File: src/rtl/alu_cmd_responder.sv
// Device-side responder for the UART ALU byte protocol.
// It parses a framed command from the RX byte stream, runs ECHO/ADD/MUL, and streams the reply to TX.
module alu_cmd_responder #(
    parameter logic [7:0] OP_ECHO  = 8'hEC,
    parameter logic [7:0] OP_ADD   = 8'hA0,
    parameter logic [7:0] OP_MUL   = 8'hA1,
    parameter logic [7:0] ERR_BYTE = 8'hEE
) (
    input  logic       clk_i,
    input  logic       rst_i,
    input  logic [7:0] s_axis_tdata,
    input  logic       s_axis_tvalid,
    output logic       s_axis_tready,
    output logic [7:0] m_axis_tdata,
    output logic       m_axis_tvalid,
    input  logic       m_axis_tready,
    output logic       busy_o,
    output logic       err_o
);

    typedef enum logic [2:0] {
        ST_HDR   = 3'd0,
        ST_ECHO  = 3'd1,
        ST_ACCUM = 3'd2,
        ST_RESP  = 3'd3,
        ST_DRAIN = 3'd4,
        ST_ERR   = 3'd5
    } state_t;

    state_t      state_q;
    logic [1:0]  hdr_cnt_q;
    logic [7:0]  op_q;
    logic [7:0]  len_lo_q;
    logic [15:0] rem_q;
    logic [31:0] acc_q;
    logic [23:0] word_q;
    logic [1:0]  byte_idx_q;
    logic [1:0]  resp_idx_q;
    logic        m_valid_q;
    logic [7:0]  m_data_q;
    logic        err_q;

    logic        s_fire_s;
    logic        m_fire_s;
    logic [15:0] len_s;
    logic [15:0] pay_s;
    logic [31:0] word_s;
    logic [31:0] sum_s;
    logic [31:0] prod_s;
    logic [31:0] acc_new_s;

    assign s_fire_s  = s_axis_tvalid && s_axis_tready;
    assign m_fire_s  = m_valid_q && m_axis_tready;
    assign len_s     = {s_axis_tdata, len_lo_q};
    assign pay_s     = len_s - 16'd4;
    assign word_s    = {s_axis_tdata, word_q};
    assign sum_s     = acc_q + word_s;
    assign prod_s    = acc_q * word_s;
    assign acc_new_s = (op_q == OP_MUL) ? prod_s : sum_s;

    assign busy_o = (state_q != ST_HDR) || (hdr_cnt_q != 2'd0);
    assign err_o  = err_q;

    // Handshake steering: ECHO bypasses the output register so bytes flow straight through.
    always_comb begin
        s_axis_tready = 1'b0;
        m_axis_tvalid = m_valid_q;
        m_axis_tdata  = m_data_q;
        case (state_q)
            ST_HDR, ST_ACCUM, ST_DRAIN: s_axis_tready = 1'b1;
            ST_ECHO: begin
                s_axis_tready = m_axis_tready;
                m_axis_tvalid = s_axis_tvalid;
                m_axis_tdata  = s_axis_tdata;
            end
            default: s_axis_tready = 1'b0;
        endcase
    end

    // Frame parser, accumulator and reply sequencer.
    always_ff @(posedge clk_i) begin
        if (rst_i) begin
            state_q    <= ST_HDR;
            hdr_cnt_q  <= 2'd0;
            op_q       <= 8'd0;
            len_lo_q   <= 8'd0;
            rem_q      <= 16'd0;
            acc_q      <= 32'd0;
            word_q     <= 24'd0;
            byte_idx_q <= 2'd0;
            resp_idx_q <= 2'd0;
            m_valid_q  <= 1'b0;
            m_data_q   <= 8'd0;
            err_q      <= 1'b0;
        end else begin
            err_q <= 1'b0;
            case (state_q)
                ST_HDR: begin
                    if (s_fire_s) begin
                        hdr_cnt_q <= hdr_cnt_q + 2'd1;
                        case (hdr_cnt_q)
                            2'd0: op_q     <= s_axis_tdata;
                            2'd2: len_lo_q <= s_axis_tdata;
                            2'd3: begin
                                if (len_s < 16'd4) begin
                                    state_q   <= ST_ERR;
                                    err_q     <= 1'b1;
                                    m_valid_q <= 1'b1;
                                    m_data_q  <= ERR_BYTE;
                                end else if (op_q == OP_ECHO) begin
                                    // An empty echo frame completes silently.
                                    if (pay_s != 16'd0) begin
                                        state_q <= ST_ECHO;
                                        rem_q   <= pay_s;
                                    end
                                end else if ((op_q == OP_ADD || op_q == OP_MUL) &&
                                             pay_s != 16'd0 && pay_s[1:0] == 2'd0) begin
                                    state_q    <= ST_ACCUM;
                                    rem_q      <= pay_s;
                                    acc_q      <= (op_q == OP_MUL) ? 32'd1 : 32'd0;
                                    byte_idx_q <= 2'd0;
                                end else if (pay_s != 16'd0) begin
                                    state_q <= ST_DRAIN;
                                    rem_q   <= pay_s;
                                end else begin
                                    state_q   <= ST_ERR;
                                    err_q     <= 1'b1;
                                    m_valid_q <= 1'b1;
                                    m_data_q  <= ERR_BYTE;
                                end
                            end
                            default: ;
                        endcase
                    end
                end
                ST_ECHO: begin
                    if (s_axis_tvalid && m_axis_tready) begin
                        rem_q <= rem_q - 16'd1;
                        if (rem_q == 16'd1) begin
                            state_q <= ST_HDR;
                        end
                    end
                end
                ST_ACCUM: begin
                    if (s_fire_s) begin
                        rem_q      <= rem_q - 16'd1;
                        byte_idx_q <= byte_idx_q + 2'd1;
                        case (byte_idx_q)
                            2'd0: word_q[7:0]   <= s_axis_tdata;
                            2'd1: word_q[15:8]  <= s_axis_tdata;
                            2'd2: word_q[23:16] <= s_axis_tdata;
                            default: acc_q      <= acc_new_s;
                        endcase
                        // Payload is a whole number of words, so the last byte always closes a word.
                        if (rem_q == 16'd1) begin
                            state_q    <= ST_RESP;
                            resp_idx_q <= 2'd0;
                            m_valid_q  <= 1'b1;
                            m_data_q   <= acc_new_s[7:0];
                        end
                    end
                end
                ST_RESP: begin
                    if (m_fire_s) begin
                        resp_idx_q <= resp_idx_q + 2'd1;
                        case (resp_idx_q)
                            2'd0: m_data_q <= acc_q[15:8];
                            2'd1: m_data_q <= acc_q[23:16];
                            2'd2: m_data_q <= acc_q[31:24];
                            default: begin
                                m_valid_q <= 1'b0;
                                state_q   <= ST_HDR;
                            end
                        endcase
                    end
                end
                ST_DRAIN: begin
                    if (s_fire_s) begin
                        rem_q <= rem_q - 16'd1;
                        if (rem_q == 16'd1) begin
                            state_q   <= ST_ERR;
                            err_q     <= 1'b1;
                            m_valid_q <= 1'b1;
                            m_data_q  <= ERR_BYTE;
                        end
                    end
                end
                ST_ERR: begin
                    if (m_fire_s) begin
                        m_valid_q <= 1'b0;
                        state_q   <= ST_HDR;
                    end
                end
                default: begin
                    state_q   <= ST_HDR;
                    hdr_cnt_q <= 2'd0;
                    m_valid_q <= 1'b0;
                end
            endcase
        end
    end

endmodule

File: config.mk
export PLATFORM = sky130hd
export DESIGN_NAME = alu_cmd_responder
export DESIGN_NICKNAME = d
export VERILOG_FILES = /design/src/rtl/alu_cmd_responder.sv
export SDC_FILE = /design/constraint.sdc
export NUM_CORES = 2
export LEC_CHECK = 0
export CAP_MARGIN = 10
export CORE_MARGIN = 3
export CORE_UTILIZATION = 40
export DETAILED_ROUTE_END_ITERATION = 10
export GPL_TIMING_DRIVEN = 0
export SLEW_MARGIN = 40
export SYNTH_ARGS = -nofsm -noshare
export SYNTH_HDL_FRONTEND = slang
export SYNTH_SLANG_ARGS = --single-unit
File: constraint.sdc
create_clock -name clk_i -period 9.4 [get_ports clk_i]
set_input_delay 0.94 -clock clk_i [delete_from_list [all_inputs] [get_ports clk_i]]
set_output_delay 0.94 -clock clk_i [all_outputs]
set_load 0.05 [all_outputs]
# Word level (Yosys, flattened, before mapping)
# Index checks and enable logic that the tools add are counted.
# word_totals
register_bits	107
in_bits	12
output_inout_bits	12
word_cells	184
# classes
addsub	6
multipliers	1
magnitude_cmp	1
n_eq_ne	37
mux	86
n_bitwise	2
n_reduce_logical	37
# ops
operator	n
two-way mux 32 bit	8
two-way mux 16 bit	8
two-way mux 8 bit	12
one-hot mux 32 bit (2 select lines)	1
one-hot mux 16 bit (3 select lines)	1
two-way mux 3 bit	15
adder 32 bit	1
multiplier 32 x 32 -> 32 bit	1
one-hot mux 8 bit (4 select lines)	1
!= test 2 bit (second input constant)	14
equality test 8 bit (second input constant)	3
one-hot mux 8 bit (3 select lines)	1
AND reduction 12 bit	2
two-way mux 1 bit	22
two-way mux 2 bit	10
one-hot mux 3 bit (6 select lines)	1
equality test 16 x 1 -> 1 bit (second input constant)	1
< comparator 16 x 3 -> 1 bit (second input constant)	1
nonzero test 16 bit	1
subtractor 16 x 1 -> 16 bit (second input constant)	1
subtractor 16 x 3 -> 16 bit (second input constant)	1
AND reduction 3 bit	5
one-hot mux 2 bit (2 select lines)	3
AND reduction 11 bit	1
27 further kinds	55

# Longest topological paths before layout
# depth
word_depth	10
ltp_mapped	27
depth_no_buf	25

# Least setup slack after synthesis
# Ideal clock, no wire load.
# synth_path
path_kind	reg2reg
from	register acc_q[14]
to	register acc_q[30]
setup_time_ns	0.138
t_arrival_ns	6.619
required_ns	9.262
path_slack_ns	2.643
stages_incl_launch_ff	24
n_path_buf	2
period_less_slack_ns	6.757
cell_sequence	dfxtp_1 clkbuf_1 clkbuf_1 and2_1 fa_1 inv_1 fa_1 fa_1 fa_1 inv_1 fa_1 inv_1 fa_1 inv_1 fa_1 fa_1 ha_1 and2_1 and4_1 a31oi_1 nor3_1 a311o_1 xnor2_1 o221ai_1
# synth_via
elab_chain_cells	5
elab_cells_between_ends	6
cone_classes	add/sub (1); mul (1); mux (4)
# synth_rtl
item	line_no	rtl
start, declared	35	logic [31:0] acc_q;
start signal, assigned	120	acc_q <= (op_q == OP_MUL) ? 32'd1 : 32'd0;
start signal, assigned	152	default: acc_q <= acc_new_s;
multiplier 32 x 32 -> 32 bit or adder 32 bit (tied branches)	58, 57	
two-way mux 32 bit (*)	59	assign acc_new_s = (op_q == OP_MUL) ? prod_s : sum_s;
two-way mux 32 bit (*)	148	case (byte_idx_q)
two-way mux 32 bit (*)	145	if (s_fire_s) begin
one-hot mux 32 bit (2 select lines) (*)	97	case (state_q)
# Every way passes the cells marked *; elsewhere a longest branch is shown, timed or not. The select of a mux whose other input is x is not followed.
# A chain may end at the register's enable or synchronous reset.

# Worst setup path in the final report
# layout_path
from	register acc_q[14]
to	register acc_q[25]
# Same word-level chain as after synthesis.

==> run_results.csv <==
group,metric,value,unit
outcome,run_status,"complete, no violations",
routing,drt_iter0_markers,1592,
logic_synthesis,synth_seq_area_share,9.41,%
placed_design,placed_cell_area,0.0240,mm^2
min_path,min_path_type,"reg -> reg",
grt,grt_pass1_vias,20400,
logic_synthesis,syn-cell-area,0.0228,mm^2
grt,track_usage,28.1,%
setup_path,critPathTopFamily,"adder cells",
die,core,0.0557,mm^2
routing,routedWlPerCell,23.9,um
placed_design,pre_cts_ws,0.687,ns
routing,drc,0,
setup_path,cp.depth,24,
routing,ant_nets,0,
routing,dr_total_vias,19200,
setup_path,reg2reg_slack,0.42,ns
die,rows,86,
die,ios,24,
cts,cts-htree-levels,3,
die,start_util,40.8,%
cts,cts_setup_buffers,0,
timing,fmax,111,MHz
timing,finalSetupViolCount,0,
cts,cts_tree,"yes",
grt,grt_antenna_before_repair,3,
finish,nets,3292,
timing,finalClockSkew,0.0207,ns
setup_path,path_buf_inv,6,
timing,finalHoldViolations,0,
setup_path,path_class,"reg -> reg",
setup_path,crit_top_cell,"fa_1",
grt,grt_max_degree,20,
die,dieArea,0.0598,mm^2
logic_synthesis,ys_seq_elements,107,
placed_design,numPortBuffers,23,
finish,area_delta_synth_final,6.91,%
cts,clk_pin_slew,0.09,ns
logic_synthesis,synthArstFlopShare,0,%
timing,slew_viol_final,0,
setup_path,cp-end-kind,"register",
cts,cts_resized,0,
setup_path,worstSetupStartpointType,"register",
logic_synthesis,synth_edf_count,0,
logic_synthesis,synth_nets,3255,
timing,worst_pin_slew,0.958,ns
routing,viasPerCell,5.56,
placed_design,gp_congestion,0.980,
routing,wirelength,82800,um
die,dieWidth,245,um
grt,overflow,0,
logic_synthesis,syn_inst,2664,
timing,rsz0062_at_grt,"no",
routing,first_pass_iters,5,
logic_synthesis,ys_warn_count,0,
cts,cts_sinks,107,
cts,clk_latency,0.38,ns
timing,setup_slack,0.423,ns
setup_path,slowest_stage,"clkbuf_1",
finish,stdcell_area,0.0243,mm^2
logic_synthesis,synthFlopType,"dfxtp_1",
timing,fin_crit,8.98,ns
timing,fin_crit_sh,95.5,%
finish,drive_gt1_share,2.62,%
min_path,hold_path_depth,2,
cts,cts_made_buffers,9,
setup_path,r2r_cells,24,
cts,root_buffer,"clkbuf_16",
power,vdd_drop_max,102,uV
cts,cts_buffer_depth,2,
flow_run,cap_violations,0,
power,powerDensity,39.9,mW/mm^2
setup_path,cp_max_fo,10,
logic_synthesis,yosysUniqueCellTypes,78,
setup_path,worstPathArrival,9.18,ns
setup_path,cp_data_required_time,9.60,ns
cts,cts_hold_buf,0,
timing,slew_headroom,36.2,%
logic_synthesis,syn_area_per_cell,8.55,um^2
setup_path,slowest_delay,0.70,ns
grt,grt_pass1_wl,126000,um
setup_path,path_cells,"clkbuf_1 > clkbuf_1 > and2_1 > fa_1 > inv_1 > fa_1 > fa_1 > fa_1 > inv_1 > fa_1 > inv_1 > fa_1 > inv_1 > fa_1 > fa_1 > ha_1 > a21o_1 > a211oi_1 > o22ai_1 > a31oi_1 > o21bai_1 > a21oi_1 > xor2_1 > o221ai_1",
die,die_h,245,um
power,leakagePower,0.0112,uW
placed_design,hpwl,66500,um
[layout make-up]
cell class              instances  area, um^2
clock buffers                  10         239
flip-flops and latches        107        2140
inverters                     399        1500
multi-input cells            2009       18600
diodes                          3        7.51
plain buffers                 149         596
fillers                      5693       31400
well taps                     748         936
clock inverters                 6        60.1
repair buffers                 26         254
[power breakdown]
part	switching, uW	leakage (uW)	total (uW)	internal, uW
registers	5.66	0.000863	465	459
clock network	203	0.000146	396	193
logic	75.9	0.0102	111	34.8
[per-layer routing]
layer	track usage [%]	wire length, um	vias up
li1	-	-	8460
met1	35.7	32900	9660
met2	47.4	39100	906
met3	5.03	6750	194
met4	11.6	3930	0
met5	0	0	-
[layout by cell type, fill, tap and decap left out, types with 13 or more instances in the layout]
master and n:
a21o_1 31, clkdlybuf4s50_1 23, nor2_1 90, and2_1 312, dfxtp_1 107, a31oi_1 16, o21a_1 13, ha_1 170
nand2_1 361, clkbuf_2 17, xor2_1 40, inv_1 399, xnor2_1 82, o21ai_0 79, clkbuf_1 124, a21oi_1 112
fa_1 409, nand2b_1 13, nor3_1 25, mux2i_1 17, nand3_1 49
[state kept, by name, summed over array words and instances, names as in the netlist, 3 cells and up]
signal	cells
acc_q	32
len_lo_q	8
m_data_q	8
op_q	8
rem_q	16
state_q	3
word_q	24
[cells in the mapped netlist (31+ instances only)]
| library cell | number | area [um^2] |
|---|---|---|
| a21oi_1 | 112 | 561 |
| fa_1 | 409 | 8190 |
| clkbuf_1 | 141 | 529 |
| and2_1 | 312 | 1950 |
| a21o_1 | 31 | 233 |
| nand2_1 | 361 | 1360 |
| dfxtp_1 | 107 | 2140 |
| inv_1 | 399 | 1500 |
| xor2_1 | 40 | 350 |
| nor2_1 | 90 | 338 |
| ha_1 | 170 | 2130 |
| nand3_1 | 49 | 245 |
| o21ai_0 | 79 | 395 |
| xnor2_1 | 82 | 718 |
[cells by family (layout without fill, tap and decap cells)]
| family | count (synthesis) | after routing | share of synthesized area [%] |
|---|---|---|---|
| multiplexers | 17 | 17 | 0.747 |
| AO/OA/AOI/OAI | 365 | 365 | 10.3 |
| adder cells (fa/ha/maj) | 579 | 579 | 45.3 |
| other | 0 | 3 | 0 |
| flip-flops | 107 | 107 | 9.41 |
| XOR/XNOR | 122 | 122 | 4.69 |
| AND/OR/NAND/NOR | 926 | 926 | 20.5 |
| buffers and inverters | 548 | 590 | 9.10 |
[metrics by stage]
| step | total power, uW | hold WS [ns] | TNS, ns | util (%) | instances |
|---|---|---|---|---|---|
| 2_1_floorplan | 542 | 0.437 | 0 | - | 2664 |
| 3_3_place_gp | 580 | 0.457 | -0.0868 | 42.9 | 3435 |
| 3_5_place_dp | 583 | 0.467 | 0 | 43.1 | 3436 |
| 4_1_cts | 973 | 0.483 | 0 | 43.6 | 3452 |
| 5_1_grt | 1000 | 0.502 | 0 | 43.7 | 3454 |
| 6_report | 971 | 0.483 | 0 | 43.7 | 3457 |
[tightest hold or removal path: cells and delay by family, from the launching register on]
kind	cells	cell delay (ns)
AOI/OAI and AO/OA	1	0.06
DFF	1	0.32
and+or+nand+nor	1	0.06
[final timing paths]
kind	start	to
worst max-delay path	acc_q[14]$_SDFFE_PP0P_	acc_q[25]$_SDFFE_PP0P_
worst min-delay path	m_data_q[4]$_SDFFE_PP0P_	m_data_q[4]$_SDFFE_PP0P_
worst max register to register	acc_q[14]$_SDFFE_PP0P_	acc_q[25]$_SDFFE_PP0P_
worst min register to register	m_data_q[4]$_SDFFE_PP0P_	m_data_q[4]$_SDFFE_PP0P_
Power figures use the tool's default switching activity.
